### src/rtl/snake_pkg.sv
// Shared constants for the snake frame pacer.
// FSM encoding, default parameters and a width helper.
package snake_pkg;

  localparam logic [1:0] S_IDLE = 2'd0;
  localparam logic [1:0] S_DRAW = 2'd1;
  localparam logic [1:0] S_SYNC = 2'd2;

  localparam int DEF_STAGE_W          = 32;
  localparam int DEF_CNT_W            = 24;
  localparam int DEF_START_STAGE      = 2;
  localparam int DEF_NUM_LEVELS       = 4;
  localparam int DEF_BASE_DELAY       = 1000000;
  localparam int DEF_DELAY_STEP       = 200000;
  localparam int DEF_FRAMES_PER_LEVEL = 64;

  // Bits needed to encode 0..n-1, never less than one.
  function automatic int bits_for(input int n);
    return (n <= 2) ? 1 : $clog2(n);
  endfunction

endpackage

### src/rtl/snake_period_lut.sv
// Speed level to frame period table.
// Out-of-range levels fall back to the fastest entry.
module snake_period_lut
  import snake_pkg::*;
#(
  parameter int CNT_W      = DEF_CNT_W,
  parameter int NUM_LEVELS = DEF_NUM_LEVELS,
  parameter int BASE_DELAY = DEF_BASE_DELAY,
  parameter int DELAY_STEP = DEF_DELAY_STEP,
  parameter int LVL_W      = bits_for(NUM_LEVELS)
) (
  input  logic [LVL_W-1:0] level,
  output logic [CNT_W-1:0] period
);

  logic [CNT_W-1:0] tbl [NUM_LEVELS];

  for (genvar i = 0; i < NUM_LEVELS; i++) begin : g_tbl
    assign tbl[i] = CNT_W'(BASE_DELAY - i * DELAY_STEP);
  end

  always_comb begin
    period = tbl[NUM_LEVELS-1];
    for (int i = 0; i < NUM_LEVELS; i++) begin
      if (level == LVL_W'(i)) period = tbl[i];
    end
  end

endmodule

### src/rtl/snake_frame_pacer.sv
// Frame pacer: paces draw frames, handshakes with the drawer
// and raises the speed level over time.
module snake_frame_pacer
  import snake_pkg::*;
#(
  parameter int STAGE_W          = DEF_STAGE_W,
  parameter int CNT_W            = DEF_CNT_W,
  parameter int START_STAGE      = DEF_START_STAGE,
  parameter int NUM_LEVELS       = DEF_NUM_LEVELS,
  parameter int BASE_DELAY       = DEF_BASE_DELAY,
  parameter int DELAY_STEP       = DEF_DELAY_STEP,
  parameter int FRAMES_PER_LEVEL = DEF_FRAMES_PER_LEVEL
) (
  input  logic               clock,
  input  logic               resetn,
  input  logic               enable,
  input  logic               level_up,
  input  logic               draw_ack,
  output logic [STAGE_W-1:0] rstage,
  output logic               isDrawing,
  output logic               frame_tick,
  output logic [15:0]        frame_count
);

  localparam int LVL_W = bits_for(NUM_LEVELS);
  localparam int FW    = bits_for(FRAMES_PER_LEVEL + 1);

  localparam logic [LVL_W-1:0]   LVL_MAX = LVL_W'(NUM_LEVELS - 1);
  localparam logic [FW-1:0]      FPL     = FW'(FRAMES_PER_LEVEL);
  localparam logic [STAGE_W-1:0] STAGE0  = STAGE_W'(START_STAGE);

  logic [1:0]       state;
  logic [CNT_W-1:0] cnt;
  logic [CNT_W-1:0] period;
  logic [CNT_W-1:0] period_lut;
  logic [LVL_W-1:0] lvl;
  logic [FW-1:0]    lvl_frames;
  logic [FW-1:0]    lvl_frames_inc;
  logic             ack_pend;
  logic             last;
  logic             done;
  logic             bump;

  snake_period_lut #(
    .CNT_W      (CNT_W),
    .NUM_LEVELS (NUM_LEVELS),
    .BASE_DELAY (BASE_DELAY),
    .DELAY_STEP (DELAY_STEP),
    .LVL_W      (LVL_W)
  ) u_lut (
    .level  (lvl),
    .period (period_lut)
  );

  always_comb begin
    last           = (cnt == period - CNT_W'(1));
    done           = (state == S_DRAW) && enable && last;
    lvl_frames_inc = lvl_frames + FW'(1);
    bump           = (level_up || (done && lvl_frames_inc == FPL))
                     && (lvl != LVL_MAX);
  end

  always_ff @(posedge clock) begin
    if (!resetn) begin
      state       <= S_IDLE;
      cnt         <= '0;
      period      <= '0;
      ack_pend    <= 1'b0;
      isDrawing   <= 1'b0;
      frame_tick  <= 1'b0;
      frame_count <= '0;
    end else begin
      frame_tick <= 1'b0;
      unique case (state)
        S_IDLE: begin
          isDrawing <= enable;
          if (enable) begin
            period <= period_lut;
            cnt    <= '0;
            state  <= S_DRAW;
          end
        end
        S_DRAW: begin
          isDrawing <= enable && !last;
          if (enable) begin
            cnt <= cnt + CNT_W'(1);
            if (last) begin
              frame_tick  <= 1'b1;
              frame_count <= frame_count + 16'd1;
              state       <= S_SYNC;
            end
          end
        end
        S_SYNC: begin
          // An ack seen while paused is held until enable returns.
          if ((draw_ack || ack_pend) && enable) begin
            period    <= period_lut;
            cnt       <= '0;
            ack_pend  <= 1'b0;
            isDrawing <= 1'b1;
            state     <= S_DRAW;
          end else begin
            isDrawing <= 1'b0;
            if (draw_ack) ack_pend <= 1'b1;
          end
        end
        default: begin
          isDrawing <= 1'b0;
          state     <= S_IDLE;
        end
      endcase
    end
  end

  always_ff @(posedge clock) begin
    if (!resetn) begin
      rstage     <= STAGE0;
      lvl        <= '0;
      lvl_frames <= '0;
    end else if (bump) begin
      rstage     <= rstage + STAGE_W'(1);
      lvl        <= lvl + LVL_W'(1);
      lvl_frames <= '0;
    end else if (done) begin
      lvl_frames <= (lvl_frames_inc == FPL) ? '0 : lvl_frames_inc;
    end
  end

endmodule
### config.mk
export PLATFORM = sky130hd
export DESIGN_NAME = snake_frame_pacer
export DESIGN_NICKNAME = d
export VERILOG_FILES = /design/src/rtl/snake_pkg.sv /design/src/rtl/snake_period_lut.sv /design/src/rtl/snake_frame_pacer.sv
export SDC_FILE = /design/constraint.sdc
export NUM_CORES = 1
export LEC_CHECK = 0
export BUFFER_PORTS_ARGS = -buffer_cell sky130_fd_sc_hd__clkbuf_2
export CAP_MARGIN = 15
export CORE_MARGIN = 3
export CORE_UTILIZATION = 60
export DETAILED_ROUTE_END_ITERATION = 16
export PLACE_DENSITY = 0.8
export SLEW_MARGIN = 20
export SYNTH_ARGS = -nofsm -noshare
export SYNTH_HDL_FRONTEND = slang
export SYNTH_HIERARCHICAL = 1
export SYNTH_SLANG_ARGS = --single-unit
### constraint.sdc
create_clock -name clock -period 8.5 [get_ports clock]
set_input_delay 1.7 -clock clock [delete_from_list [all_inputs] [get_ports clock]]
set_output_delay 1.7 -clock clock [all_outputs]
set_load 0.03 [all_outputs]
## After elaboration in Yosys (flattened, before gate mapping)

Index checks and enable logic that the tools add are counted.

- Register bits after elaboration: 110
- Output and inout bits: 50
- Logic and storage cells: 72

- Add/subtract/negate cells: 6
- Equal/unequal tests: 12
- Muxes and demuxes: 22
- Bitwise logic cells: 1
- Reductions and logical operators: 21

Operator list:

| kind | count |
|---|---|
| 24-bit two-way mux | 5 |
| 20-bit two-way mux | 4 |
| 24-bit case mux with 3 select lines | 1 |
| 24-bit case mux with 2 select lines | 1 |
| 32-bit by 1-bit adder with 32-bit output (second input constant) | 1 |
| 24-bit by 1-bit adder with 24-bit output (second input constant) | 1 |
| 24-bit == test | 1 |
| 24-bit by 1-bit subtractor with 24-bit output (second input constant) | 1 |
| 16-bit by 1-bit adder with 16-bit output (second input constant) | 1 |
| 2-bit != test (second input constant) | 5 |
| 3-bit AND reduction | 3 |
| 2-bit two-way mux | 4 |
| 4-bit AND reduction | 2 |
| 7-bit by 1-bit adder with 7-bit output (second input constant) | 1 |
| 7-bit == test (second input constant) | 1 |
| 7-bit two-way mux | 1 |
| 2-bit == test (second input constant) | 3 |
| 1-bit logical AND | 6 |
| 2-bit case mux with 3 select lines | 1 |
| 2-bit by 1-bit == test with 1-bit output (second input constant) | 2 |
| 2-bit logical NOT | 2 |
| 1-bit two-way mux | 4 |
| 2-bit nonzero test | 2 |
| 1-bit case mux with 3 select lines | 1 |
| 7 further kinds | 8 |

## Longest topological paths before layout

- Word-level depth: 7
- Gate-level depth with buffers: 13

## Modules after synthesis

Netlist, hierarchy kept.

By module, submodules not included:

| module | instances | cells an instance | area an instance (um^2) | sequential area each (um^2) |
|---|---|---|---|---|
| snake_frame_pacer | 1 | 736 | 5915.7 | 2202.1 |
| snake_period_lut | 1 | 31 | 241.5 | 0.0 |

## Least setup slack after synthesis

OpenSTA, ideal clock, no wires.

- Path kind: input port to flip-flop
- Start point: input enable
- End point: register rstage[31]
- Setup time: 0.070 ns
- Arrival: 3.436 ns
- Path slack: 4.993 ns
- Cell stages on the path: 7
- Buffers on the path: 2
- Path through: clkbuf_1 and3b_1 nand2_1 o41a_1 clkbuf_2 or4_1 a21oi_1

- Longest elaborated chain between the ends: 5

RTL lines:

| element | line | source |
|---|---|---|
| start, declared | snake_frame_pacer.sv:16 | `input logic enable,` |
| 1-bit logical AND (2 in a row) | snake_frame_pacer.sv:57 | `done = (state == S_DRAW) && enable && last;` |
| 1-bit logical AND | snake_frame_pacer.sv:59 | `bump = (level_up \|\| (done && lvl_frames_inc == FPL))` |
| 1-bit logical OR | snake_frame_pacer.sv:59 |  |
| 1-bit logical AND | snake_frame_pacer.sv:60 | `&& (lvl != LVL_MAX);` |
| end signal, assigned | snake_frame_pacer.sv:121 | `rstage <= rstage + STAGE_W'(1);` |
| end, declared | snake_frame_pacer.sv:19 | `output logic [STAGE_W-1:0] rstage,` |

Every way passes these cells.
A chain may end at the register's enable or synchronous reset.

## Final worst setup path

- Start point: register period[0]
- End point: register rstage[29]

- Longest elaborated chain between the ends: 6

RTL lines:

| element | line | source |
|---|---|---|
| start, declared | snake_frame_pacer.sv:34 | `logic [CNT_W-1:0] period;` |
| start signal, assigned | snake_frame_pacer.sv:78 | `period <= period_lut;` |
| start signal, assigned | snake_frame_pacer.sv:97 | `period <= period_lut;` |
| 24-bit by 1-bit subtractor with 24-bit output | snake_frame_pacer.sv:56 | `last = (cnt == period - CNT_W'(1));` |
| 24-bit == test | snake_frame_pacer.sv:56 |  |
| 1-bit logical AND | snake_frame_pacer.sv:57 |  |
| 1-bit logical AND | snake_frame_pacer.sv:59 |  |
| 1-bit logical OR | snake_frame_pacer.sv:59 |  |
| 1-bit logical AND | snake_frame_pacer.sv:60 |  |

Every way passes these cells.

==> metrics.yaml <==
run_status:
  status: "finished, final reports clean"
sta:
  slew_viol_final: 0
  hold_ws_ns: 0.481
  min_period_ns: 4.20
  rsz0062_at_grt: "false"
  relSlewSlack: 0.268
  final-setup-viol-count: 0
  clock_skew_ns: 0.0221
  tns_ns: 0
  tightest_slew_ns: 1.10
  fmax_ghz: 0.238
  hold_viol: 0
  setup_ws_ns: 4.30
  post-route-period-util: 0.494
cts:
  clockRootBuffer: "clkbuf_8"
  clkTransAtPathRegs_ns: 0.11
  post-cts-setup-buffers: 0
  numCtsBuffers: 9
  cts_tree: "done"
  cts.hold.buffers_added: 0
  cts_buffer_depth: 2
  htree_levels: 3
  ctsResizeCount: 0
  tritoncts_num_sinks: 110
  clock_latency_ns: 0.39
detailed_routing:
  vias: 5560
  routed_wl_mm: 13.7
  drt-wirelength-per-cell_um: 14.9
  drc_errors: 0
  first_pass_iters: 5
  drtAntennaViolNets: 0
  via_per_inst: 6.03
  dr.first_iter.drc_count: 312
global_routing:
  overflow: 0
  grt_pass1_wl_mm: 22.9
  grt_start_max_net_pins: 68
  first_global_vias: 4949
  grt_usage: 0.240
  grt_antenna_before_repair: 0
power:
  leakagePower_nw: 2.46
  power.density_nw_per_um2: 147
  ir_worst_vdd_uv: 111
synth:
  ys_ff_latch: 110
  netlist_instances: 767
  synth-edff-count: 0
  synth.avg_cell_area_um2: 8.03
  synth_top_area_share: 0.358
  synth_flop_cell: "dfxtp_1"
  ys_types: 64
  yosysSeqAreaShare: 0.358
  synth.area.top_cells: "dfxtp_1 36%, nand2_1 6.3%, a21oi_1 5.9%, xnor2_1 3.8%, or4_1 3.5%"
  yosys.area.top_type: "dfxtp_1"
  synth_area_um2: 6160
  ys_warn_count: 6
  synth-async-reset-ratio: 0
placed_design:
  gp_congestion: 0.934
  place_hpwl_mm: 9.48
  pre_cts_ws_ns: 4.21
  port_buffers: 54
finish:
  multi_input_area_um2: 3640
  drive_gt1_frac: 0.108
  syn2layout_area_growth_pct: 6.38
  layout_commonest_cell: "dfxtp_1"
  diodes: 0
  fillCellCount: 843
  mostFrequentLayoutCells: "110 x dfxtp_1, 103 x nand2_1, 72 x a21oi_1"
  nNetsFinal: 803
  seqCellArea_um2: 2200
setup_path:
  critPathLaunchType: "flop"
  end_kind: "flop"
  cp_data_required_time_ns: 8.80
  crit_start: "period[0]$_SDFFE_PN0P_"
  criticalPathCategory: "flop to flop"
  r2r_start: "period[0]$_SDFFE_PN0P_"
  worstPathArrival_ns: 4.50
  cp_max_fo: 67
floorplanning:
  die_w_um: 107
  fp.dieH_um: 107
  die-area_um2: 11500
  core_um2: 9860
  rows: 36
  start_util: 0.624
  ios: 55
min_path:
  min_from: "period[23]$_SDFFE_PN0P_"
  min_path_type: "flop to flop"
flow_run:
  cap_violations: 0
[synthesized netlist by cell type, drive strengths merged, types with 3 or more instances]
cell	number
dfxtp	110
nand2	103
a21oi	72
nor2	48
clkbuf	39
or4	29
xnor2	27
nand4	26
nand3	25
o31ai	25
inv	22
xor2	22
buf	21
mux2i	18
nand2b	17
o21ai	14
and3	13
ha	13
or3	13
nor3	12
nor4	12
and4	11
and2	10
a211oi	6
nand3b	6
nand4b	4
nor2b	4
a211o	3
o31a	3
or2	3
[final timing paths]
path / end / slack (ns) / cells after the start
worst max register to register: rstage[29]$_SDFFE_PN0P_ / 4.30 / 10
worst min-delay path: period[23]$_SDFFE_PN0P_ / 0.48 / 2
worst max-delay path: rstage[29]$_SDFFE_PN0P_ / 4.30 / 10
worst min register to register: period[23]$_SDFFE_PN0P_ / 0.48 / 2
[critical path: stages, from the launching register on]
cell and delay (ns):
dfxtp_1 0.42, inv_1 0.10, ha_1 0.34, nor3b_1 0.45, nand3_1 0.23, or3_1 0.47
a2bb2oi_2 0.13, nand4_1 0.23, o41a_2 0.91, or4_1 0.65, a21oi_1 0.15
[stage by stage]
stage                     total power [mW]  utilization  instances  instance area [um2]
after floorplan                      0.661            -        777                 6190
after global placement               0.677        0.645        906                 6360
after detailed placement             0.681        0.645        906                 6360
after CTS                            0.964        0.662        921                 6530
after global routing                  1.00        0.664        922                 6550
final                                0.960        0.664        922                 6550
[power by group]
group	internal, mW	leakage (nW)	switching, mW	total, mW
sequential	0.525	0.891	0.0169	0.542
clock	0.108	0.0842	0.181	0.288
combinational	0.0503	1.49	0.0798	0.130
[registers in the layout, indices dropped and copies added, names as in the netlist, 2 cells and up]
register and flops:
cnt 24, lvl_frames 7, rstage 32, lvl 2, period 24, state 2
frame_count 16
[cell families after synthesis]
logic type / count (synthesis) / synth area share
compound gates: 152 / 0.158
xor+xnor: 49 / 0.0697
fa+ha+maj: 13 / 0.0264
buf+inv: 82 / 0.0604
flops: 110 / 0.358
mux: 19 / 0.0311
other cells: 1 / 0.000609
simple gates: 341 / 0.296
[final cells by class]
type | instances | area share
inverters | 22 | 0.0128
clock inverters | 4 | 0.00478
well taps | 133 | 0.0254
repair buffers | 57 | 0.0453
flip-flops and latches | 110 | 0.336
clock buffers | 11 | 0.0201
multi-input cells | 585 | 0.555
[per-layer routing]
layer  routed length [um]  up-vias  global-route usage
met5                    0        -                   0
met1                 6240     2643               0.314
li1                     -     2770                   -
met2                 6620      129               0.395
met3                  664       18              0.0582
met4                  197        0              0.0639
Note: power is estimated with default switching activity, not from simulation.
